`config.mk`:
```
export PLATFORM = sky130hd
export DESIGN_NAME = add4_seq_arbiter
export DESIGN_NICKNAME = d
export VERILOG_FILES = /design/src/rtl/add4_seq_arbiter.sv
export SDC_FILE = /design/constraint.sdc
export NUM_CORES = 1
export LEC_CHECK = 0
export CAP_MARGIN = 25
export CORE_ASPECT_RATIO = 0.9
export CORE_UTILIZATION = 43
export DETAILED_ROUTE_END_ITERATION = 12
export PLACE_DENSITY = 0.78
export SYNTH_ARGS = -nofsm -noshare
export SYNTH_HDL_FRONTEND = slang
export SYNTH_SLANG_ARGS = --single-unit
```
`constraint.sdc`:
```
create_clock -name clk -period 2 [get_ports clk]
set_clock_uncertainty 0.2 [all_clocks]
set_input_delay 0.2 -clock clk [delete_from_list [all_inputs] [get_ports clk]]
set_output_delay 0.2 -clock clk [all_outputs]
set_load 0.02 [all_outputs]
```
`src/rtl/add4_seq_arbiter.sv`:
```
// Round-robin sequencer that time-shares one external 4-bit adder among NREQ requesters.
// Each accepted request is summed one nibble per cycle, LSB first, with the carry held in a register.
module add4_seq_arbiter #(
  parameter  int NIBBLES = 4,
  parameter  int NREQ    = 2,
  localparam int W       = 4 * NIBBLES,
  localparam int IW      = (NREQ > 1) ? $clog2(NREQ) : 1
) (
  input  logic              clk,
  input  logic              rst,
  input  logic [NREQ-1:0]   req_valid,
  output logic [NREQ-1:0]   req_ready,
  input  logic [NREQ*W-1:0] req_a,
  input  logic [NREQ*W-1:0] req_b,
  input  logic [NREQ-1:0]   req_ci,
  output logic [3:0]        add_a,
  output logic [3:0]        add_b,
  output logic              add_ci,
  input  logic [3:0]        add_sum,
  input  logic              add_co,
  output logic              rsp_valid,
  input  logic              rsp_ready,
  output logic [IW-1:0]     rsp_id,
  output logic [W-1:0]      rsp_sum,
  output logic              rsp_co
);

  localparam int KW = (NIBBLES > 1) ? $clog2(NIBBLES) : 1;

  typedef enum logic [1:0] {IDLE, RUN, DONE} state_t;

  state_t          state_reg, state_next;
  logic [W-1:0]    a_reg, b_reg;
  logic            carry_reg;
  logic [KW-1:0]   k_reg;
  logic [IW-1:0]   last_grant_reg;

  logic [W-1:0]    op_a [NREQ];
  logic [W-1:0]    op_b [NREQ];
  logic [3:0]      a_nib [NIBBLES];
  logic [3:0]      b_nib [NIBBLES];

  logic            grant_found;
  logic [IW-1:0]   grant_idx;
  logic            accept;
  logic            last_nibble;

  generate
    for (genvar gi = 0; gi < NREQ; gi++) begin : g_req
      assign op_a[gi] = req_a[gi*W +: W];
      assign op_b[gi] = req_b[gi*W +: W];
    end
    for (genvar gi = 0; gi < NIBBLES; gi++) begin : g_nib
      assign a_nib[gi] = a_reg[gi*4 +: 4];
      assign b_nib[gi] = b_reg[gi*4 +: 4];
    end
  endgenerate

  // Scan distances 0..NREQ-1 from the requester just after the last grant.
  always_comb begin
    grant_found = 1'b0;
    grant_idx   = '0;
    for (int i = 0; i < NREQ; i++) begin
      for (int j = 0; j < NREQ; j++) begin
        if (!grant_found && req_valid[j] &&
            (j == (int'(last_grant_reg) + 1 + i) % NREQ)) begin
          grant_found = 1'b1;
          grant_idx   = IW'(j);
        end
      end
    end
  end

  always_comb begin
    req_ready = '0;
    for (int j = 0; j < NREQ; j++) begin
      req_ready[j] = (state_reg == IDLE) && grant_found && (grant_idx == IW'(j));
    end
  end

  assign accept      = |(req_valid & req_ready);
  assign last_nibble = (k_reg == KW'(NIBBLES - 1));
  assign rsp_valid   = (state_reg == DONE);

  always_comb begin
    add_a  = 4'd0;
    add_b  = 4'd0;
    add_ci = 1'b0;
    if (state_reg == RUN) begin
      add_a  = a_nib[k_reg];
      add_b  = b_nib[k_reg];
      add_ci = carry_reg;
    end
  end

  always_comb begin
    state_next = state_reg;
    case (state_reg)
      IDLE:    if (accept)      state_next = RUN;
      RUN:     if (last_nibble) state_next = DONE;
      DONE:    if (rsp_ready)   state_next = IDLE;
      default:                  state_next = IDLE;
    endcase
  end

  always_ff @(posedge clk) begin
    if (rst) state_reg <= IDLE;
    else     state_reg <= state_next;
  end

  // Pointer resets to NREQ-1 so requester 0 is first in line after reset.
  always_ff @(posedge clk) begin
    if (rst) begin
      a_reg          <= '0;
      b_reg          <= '0;
      carry_reg      <= 1'b0;
      k_reg          <= '0;
      last_grant_reg <= IW'(NREQ - 1);
      rsp_id         <= '0;
      rsp_sum        <= '0;
      rsp_co         <= 1'b0;
    end else begin
      case (state_reg)
        IDLE: begin
          if (accept) begin
            a_reg          <= op_a[grant_idx];
            b_reg          <= op_b[grant_idx];
            carry_reg      <= req_ci[grant_idx];
            rsp_id         <= grant_idx;
            last_grant_reg <= grant_idx;
            k_reg          <= '0;
          end
        end
        RUN: begin
          for (int i = 0; i < NIBBLES; i++) begin
            if (k_reg == KW'(i)) rsp_sum[i*4 +: 4] <= add_sum;
          end
          carry_reg <= add_co;
          if (last_nibble) begin
            rsp_co <= add_co;
            k_reg  <= '0;
          end else begin
            k_reg  <= k_reg + KW'(1);
          end
        end
        default: ;
      endcase
    end
  end

endmodule
```
# Word-level counts from Yosys, hierarchy flattened
# Cells that the tools add are included.
[op_classes]
add_sub_neg = 3
magnitude_cmp = 3
n_eq_ne = 10
muxes = 33
bitwise_logic = 6
reduce_logical = 26
[op_table]
columns = ["cell", "count"]
rows = [
  ["$mux W16", 6],
  ["$logic_not A32 Y1", 2],
  ["$mux W4", 6],
  ["$bmux W4 S2", 2],
  ["$reduce_and A2 Y1", 6],
  ["$mux W1", 11],
  ["$logic_and A1 B1 Y1", 10],
  ["$mux W2", 5],
  ["$eq A2 B2 Y1 const B", 3],
  ["$pmux W2 S3", 1],
  ["$eq A2 B1 Y1 const B", 2],
  ["$eq A2 B2 Y1 const A", 2],
  ["$logic_not A2 Y1", 2],
  ["$ne A2 B2 Y1 const B", 2],
  ["$pmux W2 S2", 1],
  ["$ge A3 B3 Y1 const B", 1],
  ["$logic_not A1 Y1", 3],
  ["$not A2 Y3", 1],
  ["$reduce_and A3 Y1", 1],
  ["$add A1 B1 Y1 const B", 2],
  ["$add A2 B1 Y2 const B", 1],
  ["$and A1 B1 Y1 const A", 2],
  ["$and A2 B2 Y2", 1],
  ["$ge A2 B2 Y1 const B", 1],
  ["other kinds (7)", 7],
]
[totals]
register_bits = 56
wordCells = 93

# Logic depth before layout (Yosys ltp)
# Gate-level depths: netlist of the first run.
[logic_depth]
depth_word = 23
ltp_mapped = 6
mapped_depth_nobuf = 5

# Least setup slack after synthesis of the first run
# No wires, ideal clock.
[synth_path]
path_type = "register to output"
from = "register k_reg[0]"
to = "output port add_a[0]"
arrival_ns = 1.377
required_ns = 1.600
slack_ns = 0.223
stages_incl_launch_ff = 4
n_path_buf = 1
path_cell_list = "dfxtp_1 buf_2 mux4_2 and2_1"
[synth_via]
elab_chain_len = 5
[synth_rtl]
columns = ["item", "line", "text"]
rows = [
  ["start, declared", "35", "logic [KW-1:0] k_reg;"],
  ["start signal, assigned", "143", "k_reg <= k_reg + KW'(1);"],
  ["$not A2 Y3 (implied by the code)", "90", "add_a = a_nib[k_reg];"],
  ["$bmux W4 S2", "90", ""],
  ["$mux W4 (implied by the code) (2 in a row)", "90", ""],
  ["$mux W4", "89", "if (state_reg == RUN) begin"],
  ["end, declared", "16", "output logic [3:0] add_a,"],
]
# Every way passes these cells. The select of a mux whose other input is x is not followed.

# Final worst setup path of the first run
[layout_path]
from = "register k_reg[0]"
to = "output port add_b[3]"
[layout_via]
elab_chain_len = 5
[layout_rtl]
columns = ["item", "line", "text"]
rows = [
  ["$not A2 Y3 (implied by the code)", "91", "add_b = b_nib[k_reg];"],
  ["$bmux W4 S2", "91", ""],
  ["$mux W4 (implied by the code) (2 in a row)", "91", ""],
  ["$mux W4", "89", ""],
  ["end, declared", "17", "output logic [3:0] add_b,"],
]
# Every way passes these cells. The select of a mux whose other input is x is not followed.

==> results of run 1 <==
cells by family (layout without fill, tap and decap cells):
group           Yosys count  count (layout)  synth area share
flops                    56              56             0.429
buf+inv                  28             136            0.0565
mux                       9               9            0.0733
compound gates           69              69             0.182
simple gates            144             144             0.240
fa+ha+maj                 4               4            0.0192
stage by stage:
step / setup TNS [ns] / utilization / cells
CTS: -0.156 / 0.667 / 487
floorplan: 0 / - / 310
global placement: -0.849 / 0.655 / 479
global route: -0.171 / 0.683 / 488
finish: 0 / 0.683 / 488
detailed placement: -0.984 / 0.655 / 479
area by class of cell:
cell class | count | area share
multi-input cells | 226 | 0.348
inverters | 2 | 0.00191
clock inverters | 2 | 0.00891
flip-flops and latches | 56 | 0.286
repair buffers | 126 | 0.314
well taps | 70 | 0.0223
clock buffers | 6 | 0.0185
metal layers:
| metal | GRT usage | routed length (µm) |
|---|---|---|
| met5 | 0 | 0 |
| met4 | 0.0569 | 93 |
| met3 | 0.0458 | 518 |
| met2 | 0.391 | 3460 |
| met1 | 0.303 | 3080 |
worst min path at each step:
stage	start	to	slack, ns
finish	rst	k_reg[0]$_SDFFE_PP0P_	0.12
global route	rst	state_reg[0]$_SDFFE_PP0P_	0.13
CTS	rst	k_reg[0]$_SDFFE_PP0P_	0.11
detailed placement	rsp_sum[3]$_SDFFE_PP0P_	rsp_sum[3]$_SDFFE_PP0P_	0.25
global placement	rsp_sum[10]$_SDFFE_PP0P_	rsp_sum[10]$_SDFFE_PP0P_	0.25
floorplan	add_sum[0]	rsp_sum[0]$_SDFFE_PP0P_	0.15
worst reg2reg max path: stages (launching register included):
cell     delay [ns]
dfxtp_1        0.43
a21bo_1        0.20
buf_4          0.35
mux2_2         0.38
nand2_1        0.07
a31oi_1        0.07
repair_timing:
action / in CTS / in global routing
buffers inserted: 0 / 1
pin swaps: 0 / 7
endpoints found under the setup margin: 12 / 9
resized for setup: 38 / 28
hold buffers: 0 / 0
endpoints found under the hold margin: 0 / 0
power breakdown:
group,internal [µW],switching (µW),total (µW)
Combinational,357,299,656
Sequential,1200,48.6,1250
Clock,373,368,740
cells in the mapped netlist (2+ instances only):
master	count
inv_1	2
nor2b_1	2
nand2_1	70
nor2_1	29
a21oi_1	30
a22oi_1	9
nand3_1	28
buf_2	13
and2_1	9
buf_6	3
clkbuf_1	8
ha_1	4
a31oi_1	2
dfxtp_1	56
mux4_2	8
a311oi_1	23
nand2b_1	3
==> out/qor.yml, run 1 <==
core_area_mm2: 0.00576
ys_warn_count: 0
rsz0062_at_grt: "yes"
first_iter_violations: 197
status: "complete, but fails checks"
area_delta_synth_final_pct: 50.5
crit_cells: 4
layout_common_cells: "clkdlybuf4s50_1, nand2_1, dfxtp_1, a21oi_1, nor2_1"
slowest_delay_ns: 0.50
crit_type: "reg -> out"
synth_area_leaders: "dfxtp_1, nand2_1, a311oi_1"
layout_commonest_cell: "clkdlybuf4s50_1"
reg2reg_slack_ns: 0.17
cp.arrival_ns: 1.59
num_vias: 2630
fillers: 499
overflow: 0
grt_usage: 0.231
grt_max_degree: 42
fin_crit_ns: 1.99
worst-r2r-cell-count: 5
cts_max_level: 2
crit_family: "multiplexers"
required_ns: 1.60
r2r-start: "last_grant_reg$_SDFFE_PP1P_"
place_area_mm2: 0.00377
ys_seq_elements: 56
clock-sinks: 56
crit_buf_inv: 2
clock_path_buffers: 2
worstSetupEndpoint: "add_b[3]"
period_share: 0.995
path_cells: "buf_6, mux4_2, and2_4, buf_6"
p_leak_uw: 0.00152
insertion_delay_ns: 0.31
ant_nets: 0
finalSetupViolations: 0
syn_area_per_cell_um2: 8.43
synthArstFlopShare: 0
cts.clk_slew.worst_paths_ns: 0.10
violations: "DRC"
cp_slowest_cell: "mux4_2"
dp_slack_ns: -0.110
drc: 10
fin_hold_ws_ns: 0.121
dieArea_mm2: 0.00639
synth_area_mm2: 0.00261
nets: 497
netlist.area_leader.share: 0.429
grt_pass1_vias: 2532
synth_ff_type: "dfxtp_1"
die_w_um: 84.2
finalHoldViolations: 0
endpoint_kind: "output port"
drive_gt1_frac: 0.148
multi_input_area_mm2: 0.00137
irDropWorstVdd_mv: 0.302
gp_congestion: 0.805
fmax_mhz: 503
detail_route.wl_per_cell_um: 14.7
rows: 26
numPortBuffers: 105
dr.pass1.iters: 8
postSynthNetCount: 390
die_y_um: 75.9
p_per_area_mw_per_mm2: 673
hold_path_class: "in -> reg"
startpoint: "k_reg[0]$_SDFFE_PP0P_"
fin_ws_ns: 0.0102
slew_headroom: 0.697
total_power_uw: 2650
numCtsBuffers: 5
synth_cell_types: 28
critPathMaxFanout: 4
synth_top_area_cell: "dfxtp_1"
yosysSeqAreaShare: 0.429
dp_hpwl_mm: 5.33
synth-edff-count: 0
report.final.slew_viol_count: 0
seq_area_mm2: 0.00113
hold_depth: 2
wl_mm: 7.16
worst_pin_slew_ns: 0.454
timing.rr.end: "carry_reg$_SDFFE_PP0P_"
path_common_cell: "buf_6"
cts_tree: "yes"
drv_cap: 0
num_antenna_cells: 0
worstSetupStartpointType: "flip-flop"
clockRootBuffer: "clkbuf_8"
io_pins: 106
final_area_mm2: 0.00393
synth_cells: 310
initial_core_util: 0.454
grt_pass1_wl_mm: 11.9
vias_per_cell: 5.39
grt_antenna_before_repair: 0
No activity file was read; power rests on OpenSTA's default activity.
==> inputs of run 2 (changes only) <==
--- a/config.mk
+++ b/config.mk
@@ -5,10 +5,13 @@
 export SDC_FILE = /design/constraint.sdc
 export NUM_CORES = 1
 export LEC_CHECK = 0
-export CAP_MARGIN = 25
+export CAP_MARGIN = 20
+export CELL_PAD_IN_SITES_DETAIL_PLACEMENT = 1
+export CELL_PAD_IN_SITES_GLOBAL_PLACEMENT = 2
 export CORE_ASPECT_RATIO = 0.9
-export CORE_UTILIZATION = 43
+export CORE_UTILIZATION = 24
 export DETAILED_ROUTE_END_ITERATION = 12
+export MAX_ROUTING_LAYER = met4
 export PLACE_DENSITY = 0.78
 export SYNTH_ARGS = -nofsm -noshare
 export SYNTH_HDL_FRONTEND = slang
==> out/qor.yml, run 2 (same netlist as run 1, synthesis figures left out) <==
status: "complete, but fails checks"
violations: "DRC"
wl_met2_mm: 4.42
total_power_uw: 2750
fin_hold_ws_ns: 0.166
hold_depth: 3
ant_nets: 0
grt_usage: 0.162
cp_slowest_cell: "mux4_2"
cts.clk_slew.worst_paths_ns: 0.07
gp_congestion: 0.762
timing.rr.end: "rsp_co$_SDFFE_PP0P_"
detail_route.wl_per_cell_um: 16.0
final_area_mm2: 0.00401
path_common_cell: "buf_6"
initial_core_util: 0.251
clock-sinks: 56
final_cells: 544
worst-r2r-cell-count: 6
crit_cells: 4
dieArea_mm2: 0.0113
r2r-start: "state_reg[0]$_SDFFE_PP0P_"
dp_hpwl_mm: 6.36
dr.pass1.iters: 8
startpoint: "k_reg[0]$_SDFFE_PP0P_"
period_share: 0.975
critPathMaxFanout: 5
grt_antenna_before_repair: 0
clockRootBuffer: "clkbuf_16"
path_cells: "buf_6, mux4_2, and2_4, buf_6"
crit_family: "multiplexers"
insertion_delay_ns: 0.28
route.met3.wl_um: 462
cts_tree: "yes"
grt_max_degree: 58
layout_commonest_cell: "clkdlybuf4s50_1"
numPortBuffers: 105
required_ns: 1.60
wl_met1_mm: 3.73
worst_pin_slew_ns: 0.288
drive_gt1_frac: 0.142
report.final.slew_viol_count: 0
overflow: 0
num_antenna_cells: 0
crit_type: "reg -> out"
wl_mm: 8.69
layout_common_cells: "clkdlybuf4s50_1, nand2_1, dfxtp_1, a21oi_1, nor2_1"
cts_max_level: 2
area_delta_synth_final_pct: 53.4
endpoint_kind: "output port"
first_iter_violations: 104
cp.arrival_ns: 1.55
vias_per_cell: 4.81
numCtsBuffers: 5
num_vias: 2619
nets: 495
reg2reg_slack_ns: 0.22
irDropWorstVdd_mv: 0.315
rows: 35
place_area_mm2: 0.00385
core_area_mm2: 0.0104
hold_path_class: "in -> reg"
worstSetupStartpointType: "flip-flop"
finalSetupViolations: 0
finalHoldViolations: 0
crit_buf_inv: 2
die_y_um: 101
die_w_um: 112
slowest_delay_ns: 0.49
grt_pass1_wl_mm: 14.0
p_per_area_mw_per_mm2: 685
slew_headroom: 0.808
p_leak_uw: 0.00150
drc: 8
grt_pass1_vias: 2720
place_inst: 537
fmax_mhz: 513
highest_layer: "met4"
worstSetupEndpoint: "add_a[0]"
drv_cap: 0
clock_path_buffers: 2
io_pins: 106
fin_crit_ns: 1.95
[run 2: cell types whose count changed in the layout (fill, tap and decap cells not counted), sizes merged]
cell | before | now
buf | 30 | 28
dlymetal6s2s | 1 | 0
clkbuf | 6 | 7
bufinv | 1 | 0
[run 2: metrics by stage]
stage                util  setup WS (ns)  setup TNS [ns]
CTS                 0.379       -0.00894         -0.0115
finish              0.385         0.0506               0
detailed placement  0.369         -0.131          -0.963
global route        0.385       -0.00250        -0.00372
global placement    0.369         -0.118          -0.716
floorplan               -          0.223               0
[run 2: metal layers]
metal / global-route usage / vias to the layer above
met3: 0.0307 / 6
met1: 0.189 / 1243
met2: 0.290 / 62
li1: - / 1308
met4: 0.0359 / 0
met5: - / -
[run 2: worst register-to-register path, cell delays in order, from the launching register on]
cell	delay, ns
dfxtp_1	0.44
nor2b_2	0.22
buf_4	0.17
buf_4	0.26
nand2_1	0.20
nand2_1	0.11
a21oi_1	0.06
[run 2: worst min path at each step]
stage | endpoint | slack (ns) | from
6_report | rsp_id$_SDFFE_PP0P_ | 0.17 | rst
5_1_grt | rsp_sum[3]$_SDFFE_PP0P_ | 0.19 | rst
4_1_cts | k_reg[0]$_SDFFE_PP0P_ | 0.18 | rst
3_5_place_dp | rsp_sum[12]$_SDFFE_PP0P_ | 0.25 | rsp_sum[12]$_SDFFE_PP0P_
3_3_place_gp | rsp_sum[8]$_SDFFE_PP0P_ | 0.25 | rsp_sum[8]$_SDFFE_PP0P_
2_1_floorplan | rsp_sum[0]$_SDFFE_PP0P_ | 0.15 | add_sum[0]
[run 2: layout make-up]
cell class | instances | area, µm²
Fill cell | 1244 | 6410
Multi-Input combinational cell | 226 | 1370
Timing Repair Buffer | 124 | 1210
Sequential cell | 56 | 1120
Tap cell | 129 | 161
Clock buffer | 6 | 129
Inverter | 2 | 7.51
Clock inverter | 1 | 5.00
[run 2: power breakdown]
group          total, µW  internal, µW  leakage (µW)  switching [µW]
combinational        667           354      0.000974             313
clock                828           456     0.0000667             372
sequential          1250          1200      0.000461            49.6
[run 2: timing repair]
| action | 4_1_cts | 5_1_grt |
|---|---|---|
| pin swaps | 0 | 7 |
| hold endpoints to repair | 0 | 0 |
| endpoints found under the setup margin | 12 | 10 |
| buffers inserted | 0 | 0 |
| gates resized for setup | 39 | 24 |
| hold buffers | 0 | 0 |
